===== config.mk =====
export PLATFORM = sky130hd
export DESIGN_NAME = alu_result_collector
export DESIGN_NICKNAME = d
export VERILOG_FILES = /design/src/rtl/alu_result_collector.sv
export SDC_FILE = /design/constraint.sdc
export NUM_CORES = 1
export LEC_CHECK = 0
export BUFFER_PORTS_ARGS = -buffer_cell sky130_fd_sc_hd__buf_2
export CORE_ASPECT_RATIO = 1.1
export CORE_UTILIZATION = 60
export DETAILED_ROUTE_END_ITERATION = 8
export PLACE_DENSITY_LB_ADDON = 0.05
export SLEW_MARGIN = 5
export SYNTH_ARGS = -nofsm -noshare
export SYNTH_HDL_FRONTEND = slang
export SYNTH_SLANG_ARGS = --single-unit

===== constraint.sdc =====
create_clock -name clk -period 4.9 [get_ports clk]
set_clock_uncertainty 0.1 [all_clocks]
set_input_delay 0.49 -clock clk [delete_from_list [all_inputs] [get_ports clk]]
set_output_delay 0.49 -clock clk [all_outputs]
set_load 0.01 [all_outputs]

===== src/rtl/alu_result_collector.sv =====
// alu_result_collector: samples the ALU result bus every clock, drops NOP
// slots, and buffers real results (with tag and opcode) in a circular FIFO
// that drains over a valid/ready handshake. Overflow is detected, counted
// (saturating) and flagged sticky; the ALU side is never stalled.
module alu_result_collector #(
    parameter int WIDTH    = 32,
    parameter int DATABITS = 7,
    parameter int DEPTH    = 8
) (
    input  logic                       clk,
    input  logic                       reset,
    input  logic [WIDTH-1:0]           in_res,
    input  logic [DATABITS-1:0]        in_databits,
    input  logic [1:0]                 in_op,
    output logic                       out_valid,
    input  logic                       out_ready,
    output logic [WIDTH-1:0]           out_res,
    output logic [DATABITS-1:0]        out_databits,
    output logic [1:0]                 out_op,
    output logic [$clog2(DEPTH):0]     count,
    output logic                       full,
    output logic                       overflow,
    output logic [7:0]                 drop_count
);

    localparam int AW = $clog2(DEPTH);
    localparam int CW = AW + 1;
    localparam logic [CW-1:0] FULL_COUNT = CW'(DEPTH);

    typedef struct packed {
        logic [1:0]          op;
        logic [DATABITS-1:0] tag;
        logic [WIDTH-1:0]    res;
    } entry_t;

    entry_t          mem [DEPTH];
    logic [AW-1:0]   wr_ptr;
    logic [AW-1:0]   rd_ptr;
    logic [CW-1:0]   count_next;
    logic            push_req;
    logic            pop;
    logic            push_ok;
    logic            drop;
    entry_t          head;

    assign push_req = (in_op != 2'd0);
    assign pop      = out_valid && out_ready;
    // A full FIFO still accepts a push when the head leaves on the same edge.
    assign push_ok  = push_req && ((count != FULL_COUNT) || pop);
    assign drop     = push_req && !push_ok;

    assign out_valid    = (count != '0);
    assign full         = (count == FULL_COUNT);
    assign head         = mem[rd_ptr];
    assign out_res      = out_valid ? head.res : '0;
    assign out_databits = out_valid ? head.tag : '0;
    assign out_op       = out_valid ? head.op  : '0;

    // Occupancy change: +1 for a lone push, -1 for a lone pop, else unchanged.
    always_comb begin
        // NOTE: every always_comb output gets a default first so no latch is inferred.
        count_next = count;
        if (push_ok && !pop)
            count_next = count + 1'b1;
        else if (pop && !push_ok)
            count_next = count - 1'b1;
    end

    // Entry storage, written at the write pointer on every accepted push.
    always_ff @(posedge clk) begin
        // NOTE: the array is deliberately not reset; count/out_valid gate what is visible.
        if (!reset && push_ok)
            mem[wr_ptr] <= '{op: in_op, tag: in_databits, res: in_res};
    end

    // Pointers, occupancy and overflow bookkeeping.
    always_ff @(posedge clk) begin
        // NOTE: sequential state uses non-blocking assignments so all registers update together.
        if (reset) begin
            wr_ptr     <= '0;
            rd_ptr     <= '0;
            count      <= '0;
            overflow   <= 1'b0;
            drop_count <= '0;
        end else begin
            count <= count_next;
            if (push_ok)
                wr_ptr <= wr_ptr + 1'b1;
            if (pop)
                rd_ptr <= rd_ptr + 1'b1;
            if (drop) begin
                overflow <= 1'b1;
                if (drop_count != 8'hFF)
                    drop_count <= drop_count + 8'd1;
            end
        end
    end

endmodule


# After elaboration in Yosys (flattened, before gate mapping)
# Memory sizes are Yosys's and may differ from the RTL's. A register that Yosys moved wholly into a read port is not among the register bits.
# Index checks and enable logic that the tools add are counted.
# totals
ff_bits	19
mem_bits_rw	328
out_inout_bits	56
elab_cells	37
n_memories	1
# op_classes
n_addsub	5
eq_ne	3
muxes	9
n_reduce_logical	14
# mem_list
name	depth	word_bits	rd	rd_clocked_by_memory_dff	write_ports	line	rtl
mem	8	41	1	1	1	36	entry_t mem [DEPTH];
# op_table
operator	count
$mux 32	1
$add 8x1->8 const B	1
$mux 4	2
$ne 8x8->1 const B	1
$mux 7	1
$add 3x1->3 const B	2
$logic_and 1x1->1	6
$mux 3	2
$add 4x1->4 const B	1
$eq 4x4->1 const B	1
$ne 4x4->1 const B	1
$reduce_bool 2->1	2
$reduce_bool 4->1	1
$sub 4x1->4 const B	1
$logic_not 1->1	3
$mux 1	2
$mux 2	1
$reduce_and 2->1	1
$logic_or 1x1->1	1

# Logic depth before layout (Yosys ltp)
# Gate-level depths: netlist of the first run.
# depth
word_depth	8
ltp_mapped	10

# Worst setup path before layout of the first run
# Ideal clock, no wire load.
# synth_path
kind	reg2reg
startpoint	reg count[0]
endpoint	mem mem[1][0] (netlist name), enable pin
setup_time_ns	0.490
t_arrival_ns	3.837
required_time_ns	4.310
setup_slack_ns	0.472
path_stages_with_launch	6
path_buffers	0
cell_sequence	dfxtp_1 or4b_4 o22ai_1 inv_1 nand2_1 nor3_1
# synth_via
elab_chain_cells	7
elab_cells_between_ends	8
cone_classes	eq/ne: 1; mux: 2; reduce/logical: 5
# synth_rtl
element	line	rtl
from (decl)	20	output logic [$clog2(DEPTH):0] count,
from (signal assigned)	86	count <= count_next;
$reduce_bool 4->1	52	assign out_valid = (count != '0);
$logic_and 1x1->1	47	assign pop = out_valid && out_ready;
$logic_or 1x1->1 *	49	assign push_ok = push_req && ((count != FULL_COUNT) || pop);
$logic_and 1x1->1 *	49	
$logic_and 1x1->1 *	72	if (!reset && push_ok)
$mux 1 *	72	
$mux 1 (not written as such) *	73	mem[wr_ptr] <= '{op: in_op, tag: in_databits, res: in_res};
to (decl)	36	
# Every way passes the cells marked *; elsewhere a longest branch is shown, timed or not.

==> impl_results.md, run 1 <==
* Status: complete, no violations
* Worst Hold Depth at 1
* Post-Route WL at 25720 um
* Setup TNS at 0 ps
* Post-Syn Area per Cell at around 21 um2
* Largest stage delay on the critical path at about 930 ps
* Max-Cap Viols at 0
* Vias at roughly 6600
* Least-Margin Pin Slew at 1078 ps
* Share of layout cells above drive strength 1 at approximately 33%
* Drt wl/cell at ~24 um
* Worst hold path type: input pin to register
* Hold_buf cts at 0
* Required time worst endpoint at between 4000 and 5000 ps
* TritonCTS clock tree: built
* Initial drt markers at 462
* Largest net degree at the start of global routing at 69
* Post-route minimum period at ~3500 ps
* Post-synthesis simple-gate area fraction at under 10%
* Ys Warns at 0
* Pre-antenna DRT Iters at 4
* Syn Nets at roughly 700
* Crit-path max FO at between 40 and 50
* Final GP Congestion at 0.8005
* Worst skew pair latency at just under 500 ps
* Worst IR Drop VDD at approximately 0.63 mV
* DIE AREA at approximately 23000 um2
* Synth Cell Area at approximately 13000 um2
* Chip Height at around 160 um
* CTS sink cnt at 350
* Hold endpoint: mem[2][13]
* Clock buffer count from CTS at 35
* Tcrit/Tclk final at slightly above 70%
* Async set or reset register ratio after synthesis at 0%
* Main combinational cell family by area after synthesis: multiplexers
* Antenna-violating nets left at 0
* Core Box Area at approximately 22000 um2
* Pwr per Cell Area at 496.8 nW/um2
* Hold slack at 146.6 ps
* Post-synth cell types at 37
* Number of remaining DRC errors at 0
* Reg-to-reg startpoint: count[0]
* Initial Utilization at between 60% and 70%
* Clock Path Buffers at 3
* Layout area overhead at 14.48%
* Post-synth EDFFs at about 330
* Mux cell area share after synthesis at between 15 and 20%
* Compound-Gate Fraction of Synth Area at less than 1%
* Synth Register Bits at 350
* Resized Gates After CTS at 0
* Worst Setup Start Kind: register
* CP Cell Sequence: buf_4 -> mux4_2 -> mux2i_1 -> nor2_1 -> buf_2
* Worst setup path class: register to output port
* H-tree levels at 2
* Hold path startpoint: in_res[13]
* Fmax at about 0.29 GHz
* Dpl cells at 1030
* Slowest cell on crit path: dfxtp_4
* Number of global-route vias before repair at approximately 7000
* Layout Cells excl Fill at between 1000 and 1500
* Clk slew on worst S/H paths at 60 ps
* I/O Buffers at 99
* Initial antenna violation count at 1
* FP Rows at 57
* Seq/Total Area, Yosys at 76.31%
* I/O pin cnt at 100
* Post-Synth Adder-Cell Area at 0.7052%
* Post-CTS Setup Repair Bufs at 0
* R2R depth at 11
* Die W at about 140 um
* Nets@finish at 823
* Detail Placement HPWL at approximately 14000 um
* CTS root buf: clkbuf_16
* Critical Path Sink Type: output port
* RSZ-0062 raised after global routing: false
* Mapped Cells at approximately 650
* Worst flop-to-flop path endpoint: count[3]
* Arr. time, crit path at about 2900 ps
* FF-to-FF setup slack at ~1700 ps
* Final Hold Viols at 0
* Main synth FF type: edfxtp_1
* Leakage dissipation at about 0.0050 uW
* Final setup fails at 0
* Slew headroom at about 28%
* Gr usage total at 23.27%
* XOR/XNOR share of the synthesized area at 0.2598%
* Vias per std cell at 6.021
* Max-slew violation count at 0
* Gr ovfl total at 0
* First-pass GRT wire length at 40220 um
* Power, Total at 7669 uW
[cell usage in the layout, fill, tap and decap left out, types with 8 or more instances in the layout]
cell         n
clkbuf_1     8
buf_2       99
mux2i_1     43
a21oi_1     11
nand2_1     10
edfxtp_1   328
clkbuf_16   35
dfxtp_1     19
mux4_2      82
clkinv_1     8
nor2_1      55
buf_4       20
[final cells by class]
type	count	area, um2
Sequential cell	350	10300
Fill cell	1351	6601
Multi-Input combinational cell	260	3090
Clock buffer	43	905.9
Timing Repair Buffer	119	645.6
Tap cell	295	369.1
Clock inverter	16	101.3
Inverter	6	22.52
Antenna cell	1	2.502
[where the power goes]
group / leakage, uW / total (uW) / internal [uW] / switching (uW)
sequential: 0.00315 / 3620 / 3410 / 202
combinational: 0.00137 / 1660 / 817 / 848
clock: 0.000492 / 2390 / 1360 / 1030
[cells in the mapped netlist (3+ instances only)]
cell	n	share of area, %
mux2i_1	43	3.2
o31ai_1	4	0.22
ha_1	6	0.56
buf_1	7	0.19
nor3_1	6	0.22
clkbuf_1	16	0.45
dfxtp_1	22	3.3
buf_2	8	0.30
nand2_1	10	0.28
inv_1	6	0.17
a21oi_1	11	0.41
edfxtp_1	328	73
nand3_1	6	0.22
mux4_2	82	14
xor2_1	3	0.19
or4_1	3	0.17
nor2_1	59	1.6
[worst max-delay path by stage]
stage / start / end / slack, ps / cells after the start
6_report: register / out_res[31] / 1440 / 5
5_1_grt: register / out_res[31] / 1180 / 5
4_1_cts: register / out_res[31] / 1330 / 5
3_5_place_dp: count[0] / count[3] / 1710 / 11
3_3_place_gp: count[0] / count[3] / 1850 / 11
2_1_floorplan: count[0] / mem[1][0] / 470 / 5
[layer usage]
layer / vias up / track usage (%) / part of all wire (%)
met2: 205 / 39.23 / 51
met4: 0 / 7.253 / 2.1
met5: - / 0 / 0
met1: 3425 / 31.20 / 42
met3: 38 / 4.355 / 5.3
li1: 2895 / - / -
[worst max-delay path: cells and delay by family, from the launching register on]
kind | cells | cell delay [ps]
DFF | 1 | 930
and+or+nand+nor | 1 | 70
muxes | 2 | 760
buffers and inverters | 2 | 600
[state kept, by name, summed over array words and instances (netlist names), named ones only]
name	flops
overflow	1
rd_ptr	3
wr_ptr	3
count	4
drop_count	8
mem	328
[per-stage QoR]
stage                     area [um2]  worst slack, ps  util, %
after floorplan                13480            472.4        -
after global placement         14430             1853    65.46
after detailed placement       14430             1713    65.46
after CTS                      15430             1334    70.03
after global routing           15430             1184    70.03
final                          15440             1438    70.04
[cells by family (layout without fill, tap and decap cells)]
group,count (synthesis),in the layout
buf+inv,38,184
other cells,0,1
fa+ha+maj,7,7
xor+xnor,4,4
flops,350,350
mux,127,127
compound gates,21,21
simple gates,101,101
(Power assumes the default switching activity.)
==> run 2, diff against run 1 <==
Settings changed: CORE_UTILIZATION 60 to 54.
Clock period 4.9 ns to 2.77 ns, I/O delays scaled along.
==> impl_results.md, run 2 (synthesis gave the netlist of run 1 again) <==
* Status: finished with violations
* Violated checks: DRC
* Layout area overhead at 21.24%
* Clock Path Buffers at 3 (unchanged)
* Nets@finish at 888 (+7.9%)
* Largest reg by FF count: mem
* Drt wl/cell at 22.67 um (-3.9%)
* Core Box Area at 24470 um2 (+11%)
* Share of power burned in registers at 43.3% (-3.9 points)
* H-tree levels at 2 (unchanged)
* Number of global-route vias before repair at 7313 (+4.3%)
* Most frequent cells in the layout: 328 x edfxtp_1, 99 x buf_2, 82 x mux4_2
* Gr ovfl total at 0 (unchanged)
* TritonCTS clock tree: built
* Post-route minimum period at approximately 2600 ps
* Vias at 6718 (+2.4%)
* Gr usage total at 21.65% (-1.6 points)
* Post-Route WL at 26520 um (+3.1%)
* CTS root buf: clkbuf_16
* Dpl cell area at 14740 um2 (+2.2%)
* Die W at 152.7 um (+5.3%)
* Clock power share at 31.9% (+0.8 points)
* Initial Utilization at 55.10% (-6.1 points)
* Clock buffer count from CTS at 36 (+2.9%)
* First-pass GRT wire length at 41370 um (+2.9%)
* Arr. time, crit path at 2920 ps (+50 ps)
* Initial antenna violation count at 1 (unchanged)
* Largest net degree at the start of global routing at 47 (-32%)
* Switching portion of total power at 26.56% (-0.53 points)
* Final-layout fill cell count at 1674 (+24%)
* Leakage dissipation at 0.005400 uW (+7.8%)
* Fmax at 0.3793 GHz
* Largest regs: mem x328, drop_count x8, count x4
* Layout Cells excl Fill at 1170 (+7.3%)
* Cell count along the critical path at 10 (+5)
* Pwr per Cell Area at 870.3 nW/um2 (+75%)
* R2R depth at 10 (-1)
* Antenna-violating nets left at 0 (unchanged)
* Final GP Congestion at 0.7626 (-4.7%)
* FP Rows at 60 (+5.3%)
* Worst setup path class: register to register
* Final Hold Viols at 0 (unchanged)
* Comb pwr share at 24.8% (+3.1 points)
* DIE AREA at 25610 um2 (+11%)
* Clk slew on worst S/H paths at 60 ps (about the same)
* Worst hold path type: input pin to register
* Commonest non-fill, non-tap cell in the layout: edfxtp_1
* Least-Margin Pin Slew at 1011 ps (-66.91 ps)
* Chip Height at 167.7 um (+5.3%)
* RSZ-0062 raised after global routing: true
* Dpl cells at 1059 (+2.8%)
* Antenna cells at 0 (-1)
* Worst Setup Start Kind: register
* Slowest cell on crit path: or4b_4
* Number of buffer and inverter stages on the critical path at 2 (unchanged)
* Hold slack at 34.04 ps (-112.5 ps)
* Share of layout cells above drive strength 1 at 33.72% (+0.85 points)
* Required time worst endpoint at 3050 ps (-1260 ps)
* Tcrit/Tclk final at between 90% and 100%
* Worst Hold Depth at 1 (unchanged)
* CP Cell Sequence: or4b_4 -> o22ai_2 -> inv_1 -> ha_1 -> inv_1 -> ha_1 -> a21oi_2 -> a211oi_1 -> a31oi_1 -> mux2_2
* Power, Total at 14230 uW (+86%)
* Largest stage delay on the critical path at 500 ps (-430 ps)
* Number of remaining DRC errors at 2 (+2)
* Final Cell Area at 16350 um2 (+5.9%)
* Final setup fails at 0 (unchanged)
* Max-Cap Viols at 0 (unchanged)
* Number of flip-flops in the largest register at 328 (unchanged)
* Int Power at 10450 uW (+87%)
* Max-slew violation count at 0 (unchanged)
* Worst skew pair latency at 500 ps (about the same)
* I/O pin cnt at 100 (unchanged)
* Slew headroom at 32.38% (+4.2 points)
* Detail Placement HPWL at 15450 um (+6.8%)
* P_sw at 3779 uW (+82%)
* Initial drt markers at 433 (-6.3%)
* CP delay by family, top: compound AO/OA/AOI/OAI gates
* CTS sink cnt at 350 (unchanged)
* I/O Buffers at 99 (unchanged)
* Final core utilization at 66.80% (-3.2 points)
* Crit-path max FO at 5 (-88%)
* Critical Path Sink Type: register
* Vias per std cell at 5.742 (-4.6%)
* Worst IR Drop VDD at 0.7779 mV (+23%)
* Pre-antenna DRT Iters at 9 (+5)
run 2: cell count changes in the layout (fill, tap and decap cells not counted), moves of 2 or more:
cell           delta
clkbuf_1          -2
dlygate4sd3_1    +41
buf_12           +14
nor3_4            +4
nor3_2            -4
bufinv_16         +2
clkbuf_16         +2
buf_4             +8
run 2: cell type report:
type / instances / area (um2) / area share [%]
Clock inverter: 18 / 153.9 / 0.9414
Clock buffer: 43 / 948.4 / 5.801
Inverter: 6 / 22.52 / 0.1378
Multi-Input combinational cell: 260 / 3126 / 19.12
Tap cell: 310 / 387.9 / 2.373
Sequential cell: 350 / 10300 / 63.02
Timing Repair Buffer: 183 / 1408 / 8.610
run 2: final timing paths:
check | startpoint | slack (ps) | end
worst max-delay path | count[2] | 130 | count[3]
worst min-delay path | in_op[1] | 30 | mem[2][40]
worst max register to register | count[2] | 130 | count[3]
worst min register to register | overflow | 380 | overflow
run 2: what timing repair did:
action	4_1_cts	5_1_grt
gates resized for setup	1	3
buffers inserted	0	9
endpoints found under the setup margin	2	18
hold endpoints to repair	321	0
hold buffers	41	0
run 2: routing by layer:
metal  GRT usage (%)  part of all wire (%)
met1           28.83                    43
met2           37.18                    51
met3           3.597                   4.3
met4           6.148                   1.4
met5               0                 0.038
run 2: per-stage QoR:
stage                     setup WS (ps)  setup TNS [ps]
after floorplan                  -531.3         -152490
after global placement            125.9               0
after detailed placement          44.92               0
after CTS                         15.23               0
after global routing             -26.34          -26.34
final                             133.8               0
run 2: power groups by stage:
| stage | clock [uW] | combinational, uW | sequential [uW] |
|---|---|---|---|
| 3_5_place_dp | 0 | 3380 | 6320 |
| 3_3_place_gp | 0 | 3320 | 6300 |
| 5_1_grt | 4820 | 3840 | 6180 |
| 4_1_cts | 4620 | 3440 | 6210 |
| 6_report | 4540 | 3530 | 6160 |
| 2_1_floorplan | 0 | 2190 | 6240 |
